$ cat src/rtl/dmem_copy_engine.sv
// dmem_copy_engine: second data-memory master copying a word block src->dst with a running checksum
module dmem_copy_engine #(
    parameter int CNT_W = 16
) (
    input  logic             clk,
    input  logic             rst,
    input  logic             start,
    input  logic [31:0]      srcAddr,
    input  logic [31:0]      dstAddr,
    input  logic [CNT_W-1:0] count,
    output logic             busy,
    output logic             done,
    output logic [31:0]      checksum,
    output logic             memRead,
    output logic             memWrite,
    output logic [31:0]      address,
    output logic [31:0]      data,
    input  logic [31:0]      memIn
);
    typedef enum logic [1:0] {IDLE, READ, WRITE, DONE} state_t;
    state_t state, state_n;
    logic [31:0] src, dst, wbuf;
    logic [CNT_W-1:0] cnt, idx, idx_inc;
    always_ff @(posedge clk or posedge rst) begin
        if (rst) begin
            state    <= IDLE;
            src      <= '0;
            dst      <= '0;
            cnt      <= '0;
            idx      <= '0;
            wbuf     <= '0;
            checksum <= '0;
        end else begin
            state <= state_n;
            if (state == IDLE && start) begin
                src      <= srcAddr;
                dst      <= dstAddr;
                cnt      <= count;
                idx      <= '0;
                checksum <= '0;
            end
            if (state == READ) begin
                wbuf     <= memIn;
                checksum <= checksum + memIn;
            end
            if (state == WRITE) idx <= idx_inc;
        end
    end
    // every output is a decode of registered state, so nothing is combinational from inputs
    always_comb begin
        idx_inc  = idx + CNT_W'(1);
        state_n  = state == IDLE  ? (start ? (count != '0 ? READ : DONE) : IDLE) :
                   state == READ  ? WRITE :
                   state == WRITE ? (idx_inc == cnt ? DONE : READ) : IDLE;
        busy     = state != IDLE;
        done     = state == DONE;
        memRead  = state == READ;
        memWrite = state == WRITE;
        address  = memRead ? src + 32'(idx) : memWrite ? dst + 32'(idx) : '0;
        data     = memWrite ? wbuf : '0;
    end
endmodule
$ cat config.mk
export PLATFORM = sky130hd
export DESIGN_NAME = dmem_copy_engine
export DESIGN_NICKNAME = d
export VERILOG_FILES = /design/src/rtl/dmem_copy_engine.sv
export SDC_FILE = /design/constraint.sdc
export NUM_CORES = 1
export LEC_CHECK = 0
export CORE_UTILIZATION = 35
export DETAILED_ROUTE_END_ITERATION = 16
export MAX_ROUTING_LAYER = met4
export PLACE_DENSITY = 0.6
export RECOVER_POWER = 25
export SLEW_MARGIN = 30
export SYNTH_ARGS = -nofsm -noshare
export SYNTH_HDL_FRONTEND = slang
export SYNTH_SLANG_ARGS = --single-unit
$ cat constraint.sdc
create_clock -name clk -period 5 [get_ports clk]
set_input_delay 1 -clock clk [delete_from_list [all_inputs] [get_ports clk]]
set_output_delay 1 -clock clk [all_outputs]
set_load 0.05 [all_outputs]
==> results.cfg, run 1 <==
[global_routing]
grt_antenna_before_repair = 2
grt_max_degree = 163
grt_use_total_pct = 21.39
grt_first_pass_wirelength_mm = 50.40
grt-ovfl-total = 0
grt_pass1_vias = 9406

[finish]
nFillCells = 2960
fin_area_um2 = 13800
final_common_cell = nand2_1
mostFrequentLayoutCells = nand2_1, clkdlybuf4s50_1, dfrtp_1
syn2layout_area_growth_pct = 30.91
drive_above_1_share_pct = 4.873
nets = 1667

[synth]
netlist_area_um2 = 10540
yosys.area.top_type = dfrtp_1
ys_ff_latch = 162
synth_edf_count = 0
ys_seq_area_share_pct = 38.46
synthCells = 1296
syn_nets = 1478
synthArstFlopShare_pct = 100.0
synth_top_area_share_pct = 38.46
synth_area_per_cell_um2 = 8.133
synth.distinct_cells = 65
synth_ff_type = dfrtp_1
yosysWarnings = 0
synth_area_leaders = dfrtp_1, nand2_1, ha_1, xnor2_1, o21ai_0

[die]
rows = 63
coreArea_um2 = 29640
die_w_um = 175.5
initial_utilization_pct = 35.56
dieHeight_um = 175.5
dieArea_um2 = 30810
io-pin-count = 215

[routing]
post-route-drc-count = 0
drt-wirelength-per-cell_um = 16.69
vias = 9598
finalWirelength_mm = 31.55
drt_iter0_drc = 523
viasPerCell = 5.078
first_pass_iters = 5
antenna_left = 0

[sta]
maxSlewHeadroom_pct = -107.8
skew_ns = 0.01242
setup_viol = 0
fmax_mhz = 208.3
hold_violations = 0
tightestPinTransition_ns = 3.117
period_share_pct = 96.02
setup_tns_ns = 0
whs_ns = 0.4667
setup_slack_ns = 0.1989
rsz0062_at_grt = no
drv_slew = 93
period_minus_slack_ns = 4.801

[placed_design]
place_area_um2 = 13150
finalWeightedCongestion = 0.9372
dpl_worst_slack_ns = 0.3866
portBuffers = 214
dp_hpwl_mm = 22.78

[run_status]
status = finished, violations left
violations = max-capacitance violations, max-slew violations

[clock_network]
cts-root-buf = clkbuf_16
cts_sinks = 162
insertion_delay_ns = 0.42
numCtsBuffers = 17
cts_tree = done
clk_path_buf_depth = 2
post-cts-setup-buffers = 0
htreeDepth = 4
clk_pin_slew_ns = 0.07

[pwr]
peakVddDrop_v = 0.0003944
p_leak_nw = 6.423
power_mw = 8.838
p_per_area_nw_per_um2 = 640.5

[setup_path]
critPathTopFamily = compound AO/OA/AOI/OAI gates
startpoint_type = flop
critPathCaptureType = output port
crit_arrival_ns = 3.80
crit_chain = ha_1 -> o21ai_0 -> o21ai_0 -> a31oi_1 -> o21ai_0 -> a211o_1 -> nand4_1 -> xor2_1 -> o22ai_1 -> dlygate4sd2_1
crit_type = flop to output port
slowest_delay_ns = 0.57
required_ns = 4.00
crit_slowest_cell = dlygate4sd2_1
reg2reg_slack_ns = 1.56
reg2reg_from = state[1]
path_depth = 10
r2r_end = checksum[24]
cp_common_cell = o21ai_0
critPathBufInv = 1
rr_worst_depth = 6
crit_fanout = 10

[flow_run]
drv_cap = 2

[hold_path]
holdPathStages = 2
whs_endpoint = wbuf[9]
holdCritPathClass = flop to flop
hp-start = wbuf[9]
-- per-layer routing --
layer  wire, um  vias up  global-route usage, %
li1           -     4819                      -
met1      15160     4514                  29.06
met2      13720      226                  31.04
met3       1912       39                  5.130
met4        754        0                  7.210
met5          0        -                      -
-- Yosys cell counts, types with 3 or more instances --
cell type,instances
a211oi_1,9
xor2_1,47
o31ai_1,12
dfrtp_1,162
ha_1,64
o21a_1,11
and2_1,35
nand3_1,46
nor4_1,7
nand2_1,395
xnor2_1,56
nor2b_1,11
nand2b_1,12
nand4_1,8
a21o_1,27
nor3_1,12
buf_1,13
o22ai_1,27
inv_1,24
a21oi_1,39
a31oi_1,10
o211ai_1,11
nor2_1,44
nand3b_1,3
fa_1,3
or3_1,4
and3_1,22
clkbuf_1,43
o21ai_0,94
-- cell type report --
| type | instances | area [um2] | share of cell area, % |
|---|---|---|---|
| multi-input cells | 1052 | 6215 | 45.04 |
| inverters | 25 | 97.59 | 0.7073 |
| diodes | 2 | 5.005 | 0.03627 |
| clock inverters | 13 | 152.6 | 1.106 |
| flip-flops and latches | 162 | 4055 | 29.39 |
| repair buffers | 227 | 2342 | 16.98 |
| clock buffers | 19 | 442.9 | 3.210 |
| well taps | 390 | 488.0 | 3.536 |
-- worst register-to-register path: stages (launching register included) --
cell	delay, ns
dfrtp_1	0.41
nand2b_1	0.17
clkinv_1	0.20
clkbuf_1	1.45
nor2_1	0.58
a211oi_1	0.39
nand3_1	0.11
-- cells by family (layout without fill, tap and decap cells) --
group / after synthesis / after routing / share of synthesized area [%]
AND/OR/NAND/NOR: 611 / 611 / 25.42
AO/OA/AOI/OAI: 270 / 270 / 16.31
flip-flops: 162 / 162 / 38.46
XOR/XNOR: 103 / 103 / 8.559
buffers and inverters: 82 / 284 / 2.991
adder cells (fa/ha/maj): 67 / 67 / 8.167
multiplexers: 1 / 1 / 0.09497
other: 0 / 2 / 0
-- repair_timing --
item,in CTS,in global routing
pin swaps,0,0
setup endpoints to repair,5,16
resized for setup,5,13
gates cloned,0,0
hold buffers,0,0
-- metrics by stage --
stage / util (%) / cells
floorplan: - / 1296
global placement: 44.38 / 1855
detailed placement: 44.38 / 1855
CTS: 46.37 / 1887
global route: 46.56 / 1890
finish: 46.56 / 1890
-- flip-flops by register name (all words and copies together) (netlist names) --
name	count
cnt	16
dst	32
idx	16
state	2
wbuf	32
src	32
checksum	32
-- how the worst max path moves through the flow --
stage	from	endpoint	slack, ns
finish	idx[2]	address[21]	0.20
global route	idx[0]	address[26]	0.003
CTS	idx[1]	address[23]	0.003
detailed placement	idx[1]	address[27]	0.39
global placement	idx[0]	address[14]	0.42
floorplan	idx[0]	address[18]	0.63
-- power breakdown --
part	switching [mW]	internal [mW]	leakage, nW
sequential	0.495	1.88	2.04
combinational	3.26	1.86	4.10
clock	0.584	0.759	0.281
total	4.33	4.50	6.42
No activity file was read; power rests on OpenSTA's default activity.
==> run 2, diff against run 1 <==
--- a/config.mk
+++ b/config.mk
@@ -10,6 +10,7 @@
 export MAX_ROUTING_LAYER = met4
 export PLACE_DENSITY = 0.6
 export RECOVER_POWER = 25
+export SKIP_CTS_REPAIR_TIMING = 1
 export SLEW_MARGIN = 30
 export SYNTH_ARGS = -nofsm -noshare
 export SYNTH_HDL_FRONTEND = slang
==> results.cfg, run 2 (same netlist as run 1, synthesis figures left out) <==
[run_status]
violations = max-capacitance violations, max-slew violations
status = finished, violations left

[finish]
drive_above_1_share_pct = 4.806
mostFrequentLayoutCells = nand2_1, clkdlybuf4s50_1, dfrtp_1
nets = 1667
stdcell_count = 1890
syn2layout_area_growth_pct = 31.02
fin_area_um2 = 13810
nFillCells = 2959
final_common_cell = nand2_1
finalCoreUtilization_pct = 46.59
multi_input_area_um2 = 6208
seq_area_um2 = 4055

[global_routing]
grt-ovfl-total = 0
grt_first_pass_wirelength_mm = 50.40
grt_antenna_before_repair = 2
grt_max_degree = 163
grt_pass1_vias = 9406
grt_use_total_pct = 21.39

[setup_path]
rr_worst_depth = 6
crit_type = flop to output port
crit_arrival_ns = 3.75
reg2reg_from = state[1]
reg2reg_slack_ns = 1.59
critPathCaptureType = output port
critPathLaunch = idx[0]
required_ns = 4.00
endpoint = address[24]
r2r_end = checksum[24]
startpoint_type = flop
crit_fanout = 8

[pwr]
peakVddDrop_v = 0.0003942
combPwrFrac_pct = 57.9
p_leak_nw = 6.485
p_sw_share_pct = 48.94
clock_power_share_pct = 15.2
p_per_area_nw_per_um2 = 640.0
p_int_mw = 4.513
pwr-share-seq_pct = 26.9
power_mw = 8.838
p_sw_mw = 4.325

[sta]
maxSlewHeadroom_pct = -108.1
drv_slew = 93
period_share_pct = 95.01
setup_tns_ns = 0
setup_slack_ns = 0.2494
tightestPinTransition_ns = 3.122
whs_ns = 0.4667
fmax_mhz = 210.5
period_minus_slack_ns = 4.751
skew_ns = 0.01162
rsz0062_at_grt = no
hold_violations = 0
setup_viol = 0

[die]
io-pin-count = 215
rows = 63
die_w_um = 175.5
coreArea_um2 = 29640
dieArea_um2 = 30810
initial_utilization_pct = 35.56
dieHeight_um = 175.5

[routing]
vias = 9586
viasPerCell = 5.072
post-route-drc-count = 0
drt_iter0_drc = 505
finalWirelength_mm = 31.46
first_pass_iters = 5
antenna_left = 0
drt-wirelength-per-cell_um = 16.65

[clock_network]
numCtsBuffers = 17
htreeDepth = 4
clk_path_buf_depth = 2
cts_sinks = 162
insertion_delay_ns = 0.42
cts-root-buf = clkbuf_16
clk_pin_slew_ns = 0.07
cts_tree = done

[placed_design]
portBuffers = 214
dpl_worst_slack_ns = 0.3866
placed_cells = 1855
place_area_um2 = 13150
dp_hpwl_mm = 22.78
finalWeightedCongestion = 0.9372

[flow_run]
drv_cap = 2

[hold_path]
holdCritPathClass = flop to flop
==> run 2: cell types whose count changed in the layout (fill, tap and decap cells not counted), sizes merged <==
cell / previous run / this run
dlymetal6s2s: 6 / 11
dlygate4sd2: 4 / 0
clkdlybuf4s15: 1 / 0
==> run 2: metal layers <==
metal  part of all wire (%)  GRT usage (%)  vias to the layer above
met5                      0              -                        -
met4                    2.5          7.210                        0
met3                    6.4          5.130                       44
met2                     43          31.04                      238
met1                     48          29.06                     4483
li1                       -              -                     4821
==> run 2: area by class of cell <==
cell class / count / share of cell area, %
Timing Repair Buffer: 227 / 17.09
Multi-Input combinational cell: 1052 / 44.96
Clock inverter: 13 / 1.105
Antenna cell: 2 / 0.03624
Tap cell: 390 / 3.534
Sequential cell: 162 / 29.36
Clock buffer: 19 / 3.207
Inverter: 25 / 0.7067
==> run 2: worst max-delay path: stages (launching register included) <==
cell and delay, ns:
dfrtp_2 0.46, ha_1 0.24, fa_1 0.41, a21o_1 0.19, a21oi_1 0.22, a2bb2oi_1 0.30, o22ai_1 0.19, nand4_1 0.14
o2bb2ai_1 0.39, nor2_1 0.15, xnor2_1 0.18, o22ai_1 0.28, buf_12 0.18
==> run 2: power by group through the flow <==
stage	Clock, mW	Combinational, mW	Sequential (mW)
final	1.34	5.11	2.38
after global routing	1.43	5.58	2.46
after CTS	1.38	5.15	2.38
after detailed placement	0	5.12	2.39
after global placement	0	5.07	2.38
after floorplan	0	3.26	2.60
==> run 2: worst min-delay path by stage <==
stage          cells after the start  endpoint  startpoint
2_1_floorplan                      2   wbuf[0]     wbuf[0]
5_1_grt                            2  wbuf[23]    wbuf[23]
3_5_place_dp                       2  wbuf[15]    wbuf[15]
6_report                           2   wbuf[9]     wbuf[9]
3_3_place_gp                       2   wbuf[9]     wbuf[9]
4_1_cts                            2   wbuf[5]     wbuf[5]
==> run 3, diff against run 2 <==
--- a/config.mk
+++ b/config.mk
@@ -5,6 +5,7 @@
 export SDC_FILE = /design/constraint.sdc
 export NUM_CORES = 1
 export LEC_CHECK = 0
+export CORE_MARGIN = 2
 export CORE_UTILIZATION = 35
 export DETAILED_ROUTE_END_ITERATION = 16
 export MAX_ROUTING_LAYER = met4
==> results.cfg, run 3 (same netlist as run 1, synthesis figures left out) <==
[routing]
drt-wirelength-per-cell_um = 16.90
drt_iter0_drc = 615
first_pass_iters = 7
vias = 9730
post-route-drc-count = 0
finalWirelength_mm = 31.99
antenna_left = 0
viasPerCell = 5.140

[placed_design]
dp_hpwl_mm = 23.10
finalWeightedCongestion = 0.9386
placed_cells = 1856
portBuffers = 214

[hold_path]
holdPathStages = 2
holdCritPathClass = flop to flop

[clock_network]
clk_path_buf_depth = 2
cts_sinks = 162
clk_pin_slew_ns = 0.08
cts_tree = done
htreeDepth = 4
cts-root-buf = clkbuf_16
numCtsBuffers = 17
insertion_delay_ns = 0.43

[setup_path]
crit_type = flop to output port
critPathBufInv = 1
rr_worst_depth = 6
startpoint_type = flop
slowest_delay_ns = 0.84
crit_chain = ha_1 -> fa_1 -> a21o_1 -> a21oi_1 -> a2bb2oi_1 -> o22ai_1 -> a31oi_1 -> xor2_1 -> o22ai_1 -> clkdlybuf4s50_1
crit_fanout = 7
crit_arrival_ns = 3.80
path_depth = 10
critPathCaptureType = output port
cp_common_cell = o22ai_1
critPathTopFamily = compound AO/OA/AOI/OAI gates
crit_slowest_cell = clkdlybuf4s50_1
required_ns = 4.00

[pwr]
p_leak_nw = 6.443
peakVddDrop_v = 0.0003000
p_per_area_nw_per_um2 = 640.6

[finish]
syn2layout_area_growth_pct = 30.64
nFillCells = 2939
nets = 1668
drive_above_1_share_pct = 5.003
finalCoreUtilization_pct = 46.46
mostFrequentLayoutCells = nand2_1, clkdlybuf4s50_1, dfrtp_1
stdcell_count = 1893
multi_input_area_um2 = 6210
final_common_cell = nand2_1
seq_area_um2 = 4055

[global_routing]
grt-ovfl-total = 0
grt_use_total_pct = 21.09
grt_pass1_vias = 9531
grt_first_pass_wirelength_mm = 51.04
grt_max_degree = 163
grt_antenna_before_repair = 3

[die]
dieHeight_um = 177.5
rows = 63
die_w_um = 177.5
coreArea_um2 = 29640
dieArea_um2 = 31520
initial_utilization_pct = 35.56
io-pin-count = 215

[sta]
setup_viol = 0
fmax_mhz = 208.3
maxSlewHeadroom_pct = -70.44
skew_ns = 0.01467
hold_violations = 0
whs_ns = 0.4681
period_minus_slack_ns = 4.800
rsz0062_at_grt = no
tightestPinTransition_ns = 2.557
period_share_pct = 96.00
drv_slew = 86

[flow_run]
drv_cap = 2

[run_status]
status = finished, violations left
violations = max-capacitance violations, max-slew violations
-- run 3: worst paths after layout --
kind	from	to	slack (ns)
worst max register to register	state[1]	checksum[24]	1.53
min in group asynchronous	rst	cnt[14]	2.03
worst min register to register	wbuf[14]	wbuf[14]	0.47
max in group asynchronous	rst	idx[0]	0.83
worst min-delay path	wbuf[14]	wbuf[14]	0.47
worst max-delay path	idx[0]	address[12]	0.20
-- run 3: per-layer routing --
layer,GRT usage (%),share of wire [%]
met5,-,0
met4,7.753,2.9
met3,3.706,6.2
met2,30.44,43
met1,29.49,48
-- run 3: report_power, final --
part           leakage, nW  switching (mW)  internal, mW  total, mW
Combinational         4.14            3.26          1.87       5.13
Clock                0.268           0.608         0.702       1.31
Sequential            2.04           0.501          1.88       2.38
-- run 3: metrics by stage --
stage	instance area (um2)	TNS (ns)	power (mW)	worst slack, ns
5_1_grt	13770	0	9.478	0.02167
4_1_cts	13740	-0.4157	8.893	-0.1255
3_3_place_gp	13160	0	7.486	0.4094
6_report	13770	0	8.821	0.2001
2_1_floorplan	10540	0	5.859	0.6334
3_5_place_dp	13160	0	7.542	0.3437
-- run 3: final cells by class --
cell class,count,share of cell area (%)
timing repair buffer,228,16.96
inverter,25,0.7088
antenna,4,0.07269
tap,390,3.544
clock buffer,18,3.117
clock inverter,14,1.045
sequential,162,29.45
multi-input combinational,1052,45.10
-- run 3: worst min-delay path, cell delays in order, from the launching register on --
cell and delay (ns):
dfrtp_1 0.34, nand2_1 0.05, nand2_1 0.05
